===== config.mk =====
export PLATFORM = sky130hd
export DESIGN_NAME = aes_gcm_ghash_stage
export DESIGN_NICKNAME = d
export VERILOG_FILES = /design/src/rtl/aes_gcm_ghash_stage.sv
export SDC_FILE = /design/constraint.sdc
export NUM_CORES = 2
export LEC_CHECK = 0
export ABC_CLOCK_PERIOD_IN_PS = 2050
export BUFFER_PORTS_ARGS = -buffer_cell sky130_fd_sc_hd__buf_2
export CORE_AREA = 2 2 408 410
export CTS_BUF_LIST = sky130_fd_sc_hd__clkbuf_4 sky130_fd_sc_hd__clkbuf_8
export DETAILED_ROUTE_END_ITERATION = 10
export DIE_AREA = 0 0 410 412
export HOLD_SLACK_MARGIN = 0.15
export PLACE_DENSITY = 0.47
export REMOVE_ABC_BUFFERS = 1
export SYNTH_ARGS = -nofsm -noshare
export SYNTH_HDL_FRONTEND = slang
export SYNTH_SLANG_ARGS = --single-unit

===== constraint.sdc =====
create_clock -name clk -period 2.05 [get_ports clk]
set_clock_uncertainty 0.15 [all_clocks]
set_input_delay 0.205 -clock clk [delete_from_list [all_inputs] [get_ports clk]]
set_output_delay 0.205 -clock clk [all_outputs]
set_load 0.05 [all_outputs]

===== src/rtl/aes_gcm_ghash_stage.sv =====
// GCM GHASH/tag stage: bit-serial GF(2^128) multiply of the running hash by H, ciphertext XOR and final tag.
// Optional build macro GHASH_DIGIT4_EN retires four multiplier bits per cycle (32-cycle multiply).
module aes_gcm_ghash_stage (
    input  logic         clk,
    input  logic         rst_n,
    input  logic         i_valid,
    input  logic [2:0]   i_phase,
    input  logic [127:0] i_h,
    input  logic [127:0] i_encrypted_j0,
    input  logic [127:0] i_encrypted_cb,
    input  logic [127:0] i_plain_text,
    input  logic [127:0] i_aad,
    input  logic [127:0] i_instance_size,
    output logic         o_ready,
    output logic [127:0] o_ct,
    output logic         o_ct_valid,
    output logic [127:0] o_tag,
    output logic         o_tag_valid
);

`ifdef GHASH_DIGIT4_EN
    localparam int DIGIT = 4;
`else
    localparam int DIGIT = 1;
`endif
    localparam int           MUL_CYCLES = 128 / DIGIT;
    localparam logic [6:0]   CNT_LAST   = 7'(MUL_CYCLES - 1);
    localparam logic [127:0] R_POLY     = {8'hE1, 120'd0};
    localparam logic [2:0]   PH_AAD     = 3'd1;
    localparam logic [2:0]   PH_PT      = 3'd2;
    localparam logic [2:0]   PH_LEN     = 3'd3;

    typedef enum logic [1:0] {
        IDLE = 2'd0,
        MUL  = 2'd1,
        TAG  = 2'd2
    } state_t;

    state_t       state_q, state_d;
    logic         ready_q, ready_d;
    logic [127:0] y_q, y_d;
    logic [127:0] h_q, h_d;
    logic [127:0] ej0_q, ej0_d;
    logic [127:0] z_q, z_d;
    logic [127:0] v_q, v_d;
    logic [127:0] x_q, x_d;
    logic [6:0]   cnt_q, cnt_d;
    logic         len_q, len_d;
    logic         active_q, active_d;
    logic [127:0] ct_q, ct_d;
    logic         ct_vld_q, ct_vld_d;
    logic [127:0] tag_q, tag_d;
    logic         tag_vld_q, tag_vld_d;

    logic         accept;
    logic         is_block;
    logic         start;
    logic         mul_last;
    logic [127:0] ct_blk;
    logic [127:0] blk;
    logic [127:0] h_eff;
    logic [127:0] ej0_eff;
    logic [127:0] z_step;
    logic [127:0] v_step;

    // V >> 1 in GCM bit order, folding the dropped x^127 term back via the field polynomial.
    function automatic logic [127:0] gf_shift(input logic [127:0] v);
        return (v >> 1) ^ (v[0] ? R_POLY : 128'd0);
    endfunction

    assign accept   = (state_q == IDLE) && ready_q && i_valid;
    assign is_block = (i_phase == PH_AAD) || (i_phase == PH_PT) || (i_phase == PH_LEN);
    assign start    = accept && is_block;
    assign mul_last = (cnt_q == CNT_LAST);
    assign ct_blk   = i_plain_text ^ i_encrypted_cb;
    assign h_eff    = active_q ? h_q : i_h;
    assign ej0_eff  = active_q ? ej0_q : i_encrypted_j0;

    always_comb begin
        case (i_phase)
            PH_AAD:  blk = i_aad;
            PH_PT:   blk = ct_blk;
            PH_LEN:  blk = i_instance_size;
            default: blk = 128'd0;
        endcase
    end

    // One multiplier digit: X bits are consumed from the MSB (GCM bit 0) downwards.
    always_comb begin
        z_step = z_q;
        v_step = v_q;
        for (int k = 0; k < DIGIT; k++) begin
            if (x_q[127-k]) begin
                z_step = z_step ^ v_step;
            end
            v_step = gf_shift(v_step);
        end
    end

    always_ff @(posedge clk or negedge rst_n) begin
        if (!rst_n) begin
            state_q <= IDLE;
        end else begin
            state_q <= state_d;
        end
    end

    always_comb begin
        state_d = state_q;
        case (state_q)
            IDLE: begin
                if (start) begin
                    state_d = MUL;
                end
            end
            MUL: begin
                if (mul_last) begin
                    state_d = len_q ? TAG : IDLE;
                end
            end
            TAG:     state_d = IDLE;
            default: state_d = IDLE;
        endcase
    end

    always_comb begin
        ready_d   = (state_d == IDLE);
        y_d       = y_q;
        h_d       = h_q;
        ej0_d     = ej0_q;
        z_d       = z_q;
        v_d       = v_q;
        x_d       = x_q;
        cnt_d     = cnt_q;
        len_d     = len_q;
        active_d  = active_q;
        ct_d      = ct_q;
        ct_vld_d  = 1'b0;
        tag_d     = tag_q;
        tag_vld_d = 1'b0;
        case (state_q)
            IDLE: begin
                if (start) begin
                    h_d      = h_eff;
                    ej0_d    = ej0_eff;
                    active_d = 1'b1;
                    x_d      = y_q ^ blk;
                    z_d      = 128'd0;
                    v_d      = h_eff;
                    cnt_d    = 7'd0;
                    len_d    = (i_phase == PH_LEN);
                    if (i_phase == PH_PT) begin
                        ct_d     = ct_blk;
                        ct_vld_d = 1'b1;
                    end
                end
            end
            MUL: begin
                z_d   = z_step;
                v_d   = v_step;
                x_d   = x_q << DIGIT;
                cnt_d = cnt_q + 7'd1;
                if (mul_last) begin
                    y_d = z_step;
                end
            end
            TAG: begin
                tag_d     = y_q ^ ej0_q;
                tag_vld_d = 1'b1;
                y_d       = 128'd0;
                h_d       = 128'd0;
                ej0_d     = 128'd0;
                active_d  = 1'b0;
                len_d     = 1'b0;
            end
            default: begin
                active_d = 1'b0;
            end
        endcase
    end

    always_ff @(posedge clk or negedge rst_n) begin
        if (!rst_n) begin
            ready_q   <= 1'b0;
            y_q       <= 128'd0;
            h_q       <= 128'd0;
            ej0_q     <= 128'd0;
            z_q       <= 128'd0;
            v_q       <= 128'd0;
            x_q       <= 128'd0;
            cnt_q     <= 7'd0;
            len_q     <= 1'b0;
            active_q  <= 1'b0;
            ct_q      <= 128'd0;
            ct_vld_q  <= 1'b0;
            tag_q     <= 128'd0;
            tag_vld_q <= 1'b0;
        end else begin
            ready_q   <= ready_d;
            y_q       <= y_d;
            h_q       <= h_d;
            ej0_q     <= ej0_d;
            z_q       <= z_d;
            v_q       <= v_d;
            x_q       <= x_d;
            cnt_q     <= cnt_d;
            len_q     <= len_d;
            active_q  <= active_d;
            ct_q      <= ct_d;
            ct_vld_q  <= ct_vld_d;
            tag_q     <= tag_d;
            tag_vld_q <= tag_vld_d;
        end
    end

    assign o_ready     = ready_q;
    assign o_ct        = ct_q;
    assign o_ct_valid  = ct_vld_q;
    assign o_tag       = tag_q;
    assign o_tag_valid = tag_vld_q;

endmodule


==> impl_results.md <==
* RSZ-0062 raised after global routing: yes
* Top cells by area, synth: dfrtp_1 (52%), o21ai_0 (8.8%), xor2_1 (6.7%), mux2_2 (5.8%), a21oi_1 (3.8%)
* Iter 0 DRT Violations at approximately 3200
* Area Overhead vs Synth at 60.8%
* Flops & latches, synth at 1038
* Multi-input logic area at around 23000 µm²
* Min Tclk post-route at 2.13 ns
* Critical Path Start Type: primary input
* Clock buffer depth at 3
* Mapped Cells at approximately 5000
* Final period util at 1.04
* Final setup TNS at -0.470 ns
* FF/Latch Area at ~26000 µm²
* Setup ws final at -0.0757 ns
* Critical Path RT at 2.67 ns
* Worst VDD drop at 0.000613 V
* Final Max Tran Viols at 0
* CTS root buf: clkbuf_8
* GPL Wtd Cong at between 0.8 and 0.9
* Layout cell share with drive strength beyond 1 at 0.283
* Vias/cell at 4.99
* Core Rows at 149
* Status: complete, but fails checks
* Pre-CTS WS at -0.137 ns
* Ports at 1033
* DIE HEIGHT at roughly 410 µm
* CTS buffer count at 190
* Drt first pass iters at 6
* CP max FO at 2
* Slew @ Worst Pin at 0.792 ns
* Vias at 49400
* Mean Syn Cell Area at 10.0 µm²
* Nets at 8290
* Post-synth EDFFs at 0
* DP HPWL at 126000 µm
* CTS Sinks at 1038
* # setup viols final at 22
* Worst-Skew Late Latency at 0.93 ns
* Count of buffers from port buffering at between 1000 and 1500
* CTS tree: yes
* Count leader, synth: dfrtp_1
* Routed Antenna Nets at 0
* Asr flop ratio synth at 1.00
* Slew HR at 0.468
* Area of the mapped netlist at ~50000 µm²
* Failing checks: setup timing
* DR WL/cell at 21.8 µm
* Commonest cells in the netlist: dfrtp_1 (1038), o21ai_0 (872), nand2_1 (393)
* Core Box Area at around 160000 µm²
* Max cap viols at 0
* Clock-pin slew on the worst setup and hold paths at 0.06 ns
* Initial antenna violation count at 33
* Fmax at 470 MHz
* Hold Crit Class: in -> reg
* Drt drc at 0
* PwrDens at just over 900 nW/µm²
* First-pass GRT wire length at 311000 µm
* Leakage at 36.4 nW
* CTS H-Tree Depth at 4
* Sequential share of the synthesized area at 0.521
* Total Routing Usage GR at 0.237
* Yosys cell types at 34
* FILL cells at around 15000
* Crit Path Class: in -> reg
* Ys Warns at 0
* CP arrival at 2.75 ns
* Final Hold Viols at 0
* Main flop type after synthesis: dfrtp_1
* Routed wire length at 216000 µm
* Die W at between 400 and 500 µm
* Remaining Overflow, GRT at 0
* Initial Util at 0.303
* Largest net degree at the start of global routing at 105
* Crit. End Element: flip-flop
* Top cell type by total area after synthesis: dfrtp_1
* Die area at 169000 µm²
* Synth top area share at 0.521
* Vias in the first global route at between 50000 and 60000
==> per-stage QoR <==
step	cells	cell area, µm²	hold slack (ns)	total power [mW]	util
2_1_floorplan	4549	48100	-0.241	38.7	-
3_3_place_gp	8052	59400	0.0327	47.5	0.362
3_5_place_dp	8052	59400	0.0288	47.7	0.362
4_1_cts	9841	78300	0.151	72.3	0.477
5_1_grt	9875	80100	0.141	77.5	0.488
6_report	9885	80100	0.174	73.6	0.488
==> cell usage in the layout (no fill, tap or decap), types with 24 or more instances in the layout <==
cell type,synthesis,layout
buf_2,122,1014
a22oi_1,255,143
clkbuf_4,0,84
dfrtp_1,1038,1035
o31ai_1,129,128
dlygate4sd3_1,0,1395
buf_16,0,24
inv_1,131,131
mux2i_1,128,128
nand3_1,383,377
clkbuf_8,0,231
xnor2_1,132,132
mux2_2,256,256
a22oi_2,0,112
o21ai_0,872,774
clkbuf_16,0,33
xor2_1,383,382
a21oi_2,1,52
buf_4,10,181
nand2_1,393,392
buf_12,0,85
o21ai_1,34,125
diode_2,0,31
a21oi_1,383,329
buf_6,0,26
==> final timing paths <==
path / start / end / slack, ns / depth (start not counted)
worst max-delay path: i_encrypted_cb[96] / x_q[96]$_DFFE_PN0P_ / -0.08 / 9
worst min-delay path: i_encrypted_cb[91] / o_ct[91]$_DFFE_PN0P_ / 0.17 / 4
worst max register to register: state_q[0]$_DFF_PN0_ / x_q[123]$_DFFE_PN0P_ / 0.01 / 7
worst min register to register: o_tag[122]$_DFFE_PN0P_ / o_tag[122]$_DFFE_PN0P_ / 0.32 / 2
max in group asynchronous: rst_n / o_ct[100]$_DFFE_PN0P_ / 0.52 / 6
min in group asynchronous: rst_n / o_tag[55]$_DFFE_PN0P_ / 0.34 / 4
==> critical path, stage by stage <==
cell	delay, ns
dlygate4sd3_1	0.53
buf_2	0.13
dlygate4sd3_1	0.58
xor2_1	0.17
dlygate4sd3_1	0.58
a22oi_2	0.20
buf_4	0.15
xor2_1	0.12
o21ai_0	0.08
==> cell families after synthesis <==
kind of cell	after synthesis	share of synthesized area
muxes	384	0.0836
DFF	1038	0.521
and+or+nand+nor	798	0.0709
AOI/OAI and AO/OA	1682	0.189
buffers and inverters	544	0.0448
adders and majority gates	1	0.000251
xor gates and xnor gates	515	0.0905
==> layout make-up <==
cell class              count  area share
diodes                     31    0.000968
clock buffers             315      0.0476
clock inverters            27     0.00400
inverters                 131     0.00614
multi-input cells        3380       0.281
flip-flops and latches   1038       0.324
well taps                2189      0.0342
repair buffers           2774       0.301
==> metal layers <==
layer | vias to the layer above | wire length [µm] | GRT usage
li1 | 22700 | - | -
met1 | 24400 | 91000 | 0.299
met2 | 1735 | 105000 | 0.399
met3 | 496 | 11600 | 0.0419
met4 | 6 | 8280 | 0.0960
met5 | - | 41 | 0
==> flip-flops by register name (all words and copies together), names as in the netlist <==
signal,flops
active_q,1
v_q,128
state_q,2
o_ct_valid,1
x_q,128
o_tag,128
z_q,128
o_ct,128
o_tag_valid,1
o_ready,1
ej0_q,128
len_q,1
cnt_q,7
h_q,128
y_q,128
==> report_power, final <==
part | leakage [nW] | switching [mW] | internal, mW | total, mW
clock network | 2.19 | 9.49 | 12.2 | 21.7
logic | 20.7 | 14.2 | 9.71 | 23.9
registers | 13.5 | 3.53 | 24.5 | 28.0
==> timing repair <==
action / 4_1_cts / 5_1_grt
gates cloned: 6 / 37
setup endpoints to repair: 61 / 444
setup buffers: 8 / 11
resized for setup: 27 / 357
hold buffers: 1433 / 8
endpoints found under the hold margin: 1700 / 12
pin swaps: 3 / 54
Note: power is estimated with default switching activity, not from simulation.
